===== src/rtl/vga_timing_gen.sv =====
// Raster timing generator: free-running 11-bit horizontal/vertical counters decoded into
// registered hsync, vsync, video_active, pix_x/pix_y, line_start and frame_start.
// Optional feature macro VGA_FRAME_CNT_EN adds a 16-bit frame counter output frame_cnt_o.
// H_TOTAL and V_TOTAL must not exceed 2048.
module vga_timing_gen #(
  parameter int unsigned H_ACTIVE = 1024,
  parameter int unsigned H_FP     = 24,
  parameter int unsigned H_SYNC   = 136,
  parameter int unsigned H_BP     = 160,
  parameter int unsigned V_ACTIVE = 768,
  parameter int unsigned V_FP     = 3,
  parameter int unsigned V_SYNC   = 6,
  parameter int unsigned V_BP     = 29,
  parameter bit          H_POL    = 1'b0,
  parameter bit          V_POL    = 1'b0
) (
  input  logic        clk_i,
  input  logic        rst_i,
  input  logic        pix_en_i,
  output logic        hsync_o,
  output logic        vsync_o,
  output logic        video_active_o,
  output logic [9:0]  pix_x_o,
  output logic [9:0]  pix_y_o,
  output logic        line_start_o,
`ifdef VGA_FRAME_CNT_EN
  output logic        frame_start_o,
  output logic [15:0] frame_cnt_o
`else
  output logic        frame_start_o
`endif
);

  localparam int unsigned HTotal = H_ACTIVE + H_FP + H_SYNC + H_BP;
  localparam int unsigned VTotal = V_ACTIVE + V_FP + V_SYNC + V_BP;

  localparam logic [10:0] HLast = 11'(HTotal - 1);
  localparam logic [10:0] VLast = 11'(VTotal - 1);

  // Compares run at 12 bits so a sync pulse ending exactly at 2048 still decodes.
  localparam logic [11:0] HActEnd  = 12'(H_ACTIVE);
  localparam logic [11:0] HSyncBeg = 12'(H_ACTIVE + H_FP);
  localparam logic [11:0] HSyncEnd = 12'(H_ACTIVE + H_FP + H_SYNC);
  localparam logic [11:0] VActEnd  = 12'(V_ACTIVE);
  localparam logic [11:0] VSyncBeg = 12'(V_ACTIVE + V_FP);
  localparam logic [11:0] VSyncEnd = 12'(V_ACTIVE + V_FP + V_SYNC);

  logic [10:0] h_cnt_q, h_cnt_d;
  logic [10:0] v_cnt_q, v_cnt_d;
  logic        hsync_q, hsync_d;
  logic        vsync_q, vsync_d;
  logic        active_q, active_d;
  logic [9:0]  pix_x_q, pix_x_d;
  logic [9:0]  pix_y_q, pix_y_d;
  logic        line_start_q, line_start_d;
  logic        frame_start_q, frame_start_d;

  logic [11:0] h_ext, v_ext;
  logic        h_vis, v_vis, h_in_sync, v_in_sync;

  assign h_ext     = {1'b0, h_cnt_q};
  assign v_ext     = {1'b0, v_cnt_q};
  assign h_vis     = h_ext < HActEnd;
  assign v_vis     = v_ext < VActEnd;
  assign h_in_sync = (h_ext >= HSyncBeg) && (h_ext < HSyncEnd);
  assign v_in_sync = (v_ext >= VSyncBeg) && (v_ext < VSyncEnd);

  // Next-state: advance counters and decode the pre-increment position on enabled cycles.
  always_comb begin
    h_cnt_d       = h_cnt_q;
    v_cnt_d       = v_cnt_q;
    hsync_d       = hsync_q;
    vsync_d       = vsync_q;
    active_d      = active_q;
    pix_x_d       = pix_x_q;
    pix_y_d       = pix_y_q;
    line_start_d  = 1'b0;
    frame_start_d = 1'b0;
    if (pix_en_i) begin
      if (h_cnt_q == HLast) begin
        h_cnt_d = '0;
        v_cnt_d = (v_cnt_q == VLast) ? '0 : v_cnt_q + 11'd1;
      end else begin
        h_cnt_d = h_cnt_q + 11'd1;
      end
      hsync_d       = h_in_sync ? H_POL : ~H_POL;
      vsync_d       = v_in_sync ? V_POL : ~V_POL;
      active_d      = h_vis && v_vis;
      pix_x_d       = (h_vis && v_vis) ? h_cnt_q[9:0] : '0;
      pix_y_d       = (h_vis && v_vis) ? v_cnt_q[9:0] : '0;
      line_start_d  = (h_cnt_q == '0);
      frame_start_d = (h_cnt_q == '0) && (v_cnt_q == '0);
    end
  end

  // State and output registers; async assert, release synchronised upstream.
  always_ff @(posedge clk_i or posedge rst_i) begin
    if (rst_i) begin
      h_cnt_q       <= '0;
      v_cnt_q       <= '0;
      hsync_q       <= ~H_POL;
      vsync_q       <= ~V_POL;
      active_q      <= 1'b0;
      pix_x_q       <= '0;
      pix_y_q       <= '0;
      line_start_q  <= 1'b0;
      frame_start_q <= 1'b0;
    end else begin
      h_cnt_q       <= h_cnt_d;
      v_cnt_q       <= v_cnt_d;
      hsync_q       <= hsync_d;
      vsync_q       <= vsync_d;
      active_q      <= active_d;
      pix_x_q       <= pix_x_d;
      pix_y_q       <= pix_y_d;
      line_start_q  <= line_start_d;
      frame_start_q <= frame_start_d;
    end
  end

  assign hsync_o        = hsync_q;
  assign vsync_o        = vsync_q;
  assign video_active_o = active_q;
  assign pix_x_o        = pix_x_q;
  assign pix_y_o        = pix_y_q;
  assign line_start_o   = line_start_q;
  assign frame_start_o  = frame_start_q;

`ifdef VGA_FRAME_CNT_EN
  logic [15:0] frame_cnt_q, frame_cnt_d;

  // Frame counter steps on the same edge that raises frame_start, wrapping naturally.
  always_comb begin
    frame_cnt_d = frame_cnt_q;
    if (frame_start_d) begin
      frame_cnt_d = frame_cnt_q + 16'd1;
    end
  end

  // Frame counter register.
  always_ff @(posedge clk_i or posedge rst_i) begin
    if (rst_i) begin
      frame_cnt_q <= '0;
    end else begin
      frame_cnt_q <= frame_cnt_d;
    end
  end

  assign frame_cnt_o = frame_cnt_q;
`endif

endmodule


===== config.mk =====
export PLATFORM = sky130hd
export DESIGN_NAME = vga_timing_gen
export DESIGN_NICKNAME = d
export VERILOG_FILES = /design/src/rtl/vga_timing_gen.sv
export SDC_FILE = /design/constraint.sdc
export NUM_CORES = 1
export LEC_CHECK = 0
export CORE_MARGIN = 2
export CORE_UTILIZATION = 59
export DETAILED_ROUTE_END_ITERATION = 7
export HOLD_SLACK_MARGIN = 0.02
export PLACE_DENSITY_LB_ADDON = 0.1
export SLEW_MARGIN = 20
export SYNTH_ARGS = -nofsm -noshare
export SYNTH_HDL_FRONTEND = slang
export SYNTH_SLANG_ARGS = --single-unit

===== constraint.sdc =====
create_clock -name clk_i -period 3.11 [get_ports clk_i]
set_input_delay 0.622 -clock clk_i [delete_from_list [all_inputs] [get_ports clk_i]]
set_output_delay 0.622 -clock clk_i [all_outputs]
set_load 0.01 [all_outputs]

==> implementation parameters <==
Parameter                              Value

Status
  Status    completed

Hold path
  Hold Path Stages    2
  Destination of the worst hold path    hsync_o
  Min-Delay Path Class    reg -> reg
  Hold Startpoint    hsync_o

STA
  Final setup violating endpoints    0
  Final period utilization    0.649
  Unrepaired setup endpoints after global routing    false
  Worst Tran Pin Value    between 0.6 and 0.7 ns
  Worst setup skew after layout    ~0.0076 ns
  Slew margin rel.    0.559
  Timing-limited maximum frequency    495 MHz
  Final hold viol count    0
  Max-slew violation count    0
  Shortest period the worst path allows    between 2 and 2.5 ns
  Post-route setup TNS    0 ns

Worst setup path
  Cells on worst reg2reg path    5
  Crit path buffers/inverters    1
  Critical path data required time    between 3 and 4 ns
  Worst reg2reg endpoint    v_cnt_q[6]
  Largest driver fanout on the critical path    6
  Setup slack on the worst flop-to-flop path    between 1 and 1.5 ns
  Data arrival time of the critical path    about 2.2 ns
  Category of the worst setup path capture point    register
  Start of the worst register-to-register path    h_cnt_q[0]
  Worst setup SP type    primary input
  Chain of cells forming the critical path    clkdlybuf4s50_1 > and3_1 > and4_1 > nand3_1 > mux2_1
  Cell at the slowest stage of the critical path    clkdlybuf4s50_1
  Worst path top cell family by delay    simple AND/OR/NAND/NOR gates
  Max stage delay on crit path    ~0.48 ns
  Class of the most critical setup path    in -> reg

Routing
  Detailed Routing Iterations Pass 1    4
  Post-detailed-route DRC marker count    0
  Mean number of vias per cell    around 6.0
  Total length of routed wires    around 4.5 mm
  WL/cell    roughly 16 microns
  Violation count after the first detailed-routing iteration    125
  Total via count after detailed routing    1653
  Remaining antenna violation count after routing    0

Logic synthesis
  Dominant combinational cell family by area after synthesis    simple AND/OR/NAND/NOR gates
  Part of the Yosys area used for sequential elements    0.530
  Share of Yosys cell area claimed by the top area cell type    0.506
  Unique cell type count in the Yosys netlist    45
  Most frequently used flop master after synthesis    dfrtp_1
  Syn_area_per_cell    around 11 sq um
  Library cell occupying the most area in the post-synthesis netlist    dfrtp_1
  Xor and xnor fraction of the mapped netlist area    0.0309
  Mapped Nets    between 200 and 250
  Area fraction in and, or, nand and nor cells after synthesis    0.194
  Syn Std Cell Area    ~2200 sq um
  Mux contribution to synthesized area    0.00956
  Number of standard cells after synthesis    202
  #FFs+latches synth    47
  Number of synthesis warnings    0
  Adder-cell area share of the yosys netlist    0.0281
  Compound-Gate Fraction of Synth Area    0.162
  Asr flop ratio synth    1.00
  Largest cells by area after synthesis    dfrtp_1 51%, a22o_1 7.9%, ha_1 2.8%, dfstp_2 2.4%, nand2_1 2.2%
  Count of flip-flops with a built-in enable after synthesis    0

Clocking
  Post-CTS Resized    0
  TritonCTS buffer count    5
  Clock-pin slew on the worst setup and hold paths    0.08 ns
  Buffer cell driving the clock tree root    clkbuf_8
  CTS tree    done
  Post-CTS Setup Repair Bufs    0
  Maximum root-to-sink buffer count    2
  Worst-Skew Late Latency    between 0.2 and 0.3 ns
  Clock sink count    47
  CTS hold repair buffers    0
  H-tree levels    2

Global routing
  Wire length of the first global-routing pass    around 7.6 mm
  Total Routing Usage GR    0.237
  Number of global-route vias before repair    1570
  Maximum number of pins on one net before global-route repair    35
  Initial antenna violation count    0
  Aggregate global routing overflow    0

Power
  Relative contribution of the clock network to total power    0.264
  Portion of total power attributed to sequential cells    0.576
  Relative contribution of combinational cells to total power    0.160
  Pwr Density    between 400 and 500 nW/um^2
  Switching part of the total    0.273
  Leak Pwr    1.18 nW
  Internal power    between 0.0009 and 0.001 W
  IR drop worst, VDD    between 300 and 400 uV
  Switching power    between 0.0003 and 0.0004 W

Job
  Maximum capacitance violations    0

Place
  Last weighted congestion value of the routability-driven placer    0.874
  Placed cells    ~270
  IO Port Bufs    27
  Detail Placement HPWL    between 3 and 4 mm

Final layout
  Sequential cell area    1180 sq um
  Area taken by multi-input logic gates    around 950 sq um
  Fraction of layout instances using a drive strength above 1    0.0881
  Final cell count without fillers    275
  Total inserted antenna cells    0
  Area growth from synthesis to layout    16.8%
  Number of nets at the end of the flow    between 200 and 250
  Fill cell instance count of the final layout    270

Die
  Ports placed on the boundary    28
  Die Span X    65.4 microns
  Die ar.    4280 sq um
  Placeable core area    3630 sq um
  Initial core utilization    0.612
  Row count    22
  Die Height    65.4 microns
-- placed cells by master, fill, tap and decap left out, types with 2 or more instances in the layout --
cell type,count
a22o_1,20
nor3_1,4
dfstp_2,2
nand4_1,5
and4b_1,2
inv_2,2
nand3_1,8
nor4_1,3
o21ai_0,7
o21ai_1,2
clkbuf_8,5
and2_1,2
a31oi_1,4
nor2_1,8
clkdlybuf4s50_1,27
nor4_2,2
and4_1,5
xor2_1,3
inv_1,5
buf_4,4
or3_1,3
a21oi_1,9
dfrtp_1,45
nand2_1,13
a21o_1,4
ha_1,5
and3_1,6
clkbuf_1,2
xnor2_1,3
-- power groups by stage --
stage               Combinational, W  Sequential [W]  Clock (W)
global placement            0.000205        0.000756          0
finish                      0.000207        0.000748   0.000343
CTS                         0.000209        0.000747   0.000355
global route                0.000231        0.000760   0.000380
detailed placement          0.000208        0.000759          0
floorplan                   0.000112        0.000750          0
-- Yosys cell counts, types with 3 or more instances --
master    number
a22o_1        20
and3_1         6
dfrtp_1       45
a21oi_1        9
ha_1           5
clkbuf_1       5
nor3_1         4
buf_2          6
nor4_1         4
nand2_1       13
and4_1         5
o21ai_0        7
nor2_1         8
nand4_1        5
inv_1          6
or3_1          3
nand3_1        8
a31oi_1        4
xnor2_1        3
xor2_1         3
a21o_1         4
-- worst min-delay path: stages (launching register included) --
cell and delay (ns):
dfstp_2 0.37, nor2_1 0.07, a21oi_1 0.05
-- through the flow --
| step | power, W | hold slack [ns] | area, sq um | worst slack, ns | util |
|---|---|---|---|---|---|
| floorplan | 0.000862 | 0.483 | 2220 | 1.38 | - |
| detailed placement | 0.000967 | 0.483 | 2520 | 0.800 | 0.692 |
| global placement | 0.000960 | 0.469 | 2520 | 0.855 | 0.692 |
| finish | 0.00130 | 0.491 | 2600 | 1.09 | 0.715 |
| CTS | 0.00131 | 0.497 | 2600 | 1.11 | 0.715 |
| global route | 0.00137 | 0.520 | 2600 | 1.00 | 0.715 |
-- per-layer routing --
| metal | routed length [microns] | vias up | global-route usage |
|---|---|---|---|
| li1 | - | 790 | - |
| met1 | 2030 | 805 | 0.357 |
| met2 | 2160 | 56 | 0.362 |
| met3 | 239 | 2 | 0.0411 |
| met4 | 23 | 0 | 0.0547 |
| met5 | 0 | - | 0 |
-- how the worst max path moves through the flow --
| stage | endpoint | start | cells past startpoint |
|---|---|---|---|
| 2_1_floorplan | frame_start_o | rst_i | 1 |
| 3_3_place_gp | v_cnt_q[7] | pix_en_i | 5 |
| 3_5_place_dp | v_cnt_q[7] | pix_en_i | 5 |
| 4_1_cts | v_cnt_q[7] | pix_en_i | 5 |
| 5_1_grt | pix_y_o[8] | pix_en_i | 6 |
| 6_report | v_cnt_q[6] | pix_en_i | 5 |
-- cell families after synthesis --
logic type	Yosys count
buffers and inverters	21
adder cells (fa/ha/maj)	5
XOR/XNOR	7
multiplexers	2
AND/OR/NAND/NOR	69
AO/OA/AOI/OAI	51
flip-flops	47
-- sequential cells by signal, indices dropped and copies added (netlist names) --
register / cells
h_cnt_q: 11
v_cnt_q: 11
pix_x_o: 10
pix_y_o: 10
frame_start_o: 1
hsync_o: 1
line_start_o: 1
video_active_o: 1
vsync_o: 1
-- layout make-up --
type | count | area share
well taps | 48 | 0.0231
clock buffers | 7 | 0.0294
flip-flops and latches | 47 | 0.454
repair buffers | 31 | 0.116
clock inverters | 1 | 0.00193
multi-input cells | 134 | 0.366
inverters | 7 | 0.0101
Power figures use the tool's default switching activity.
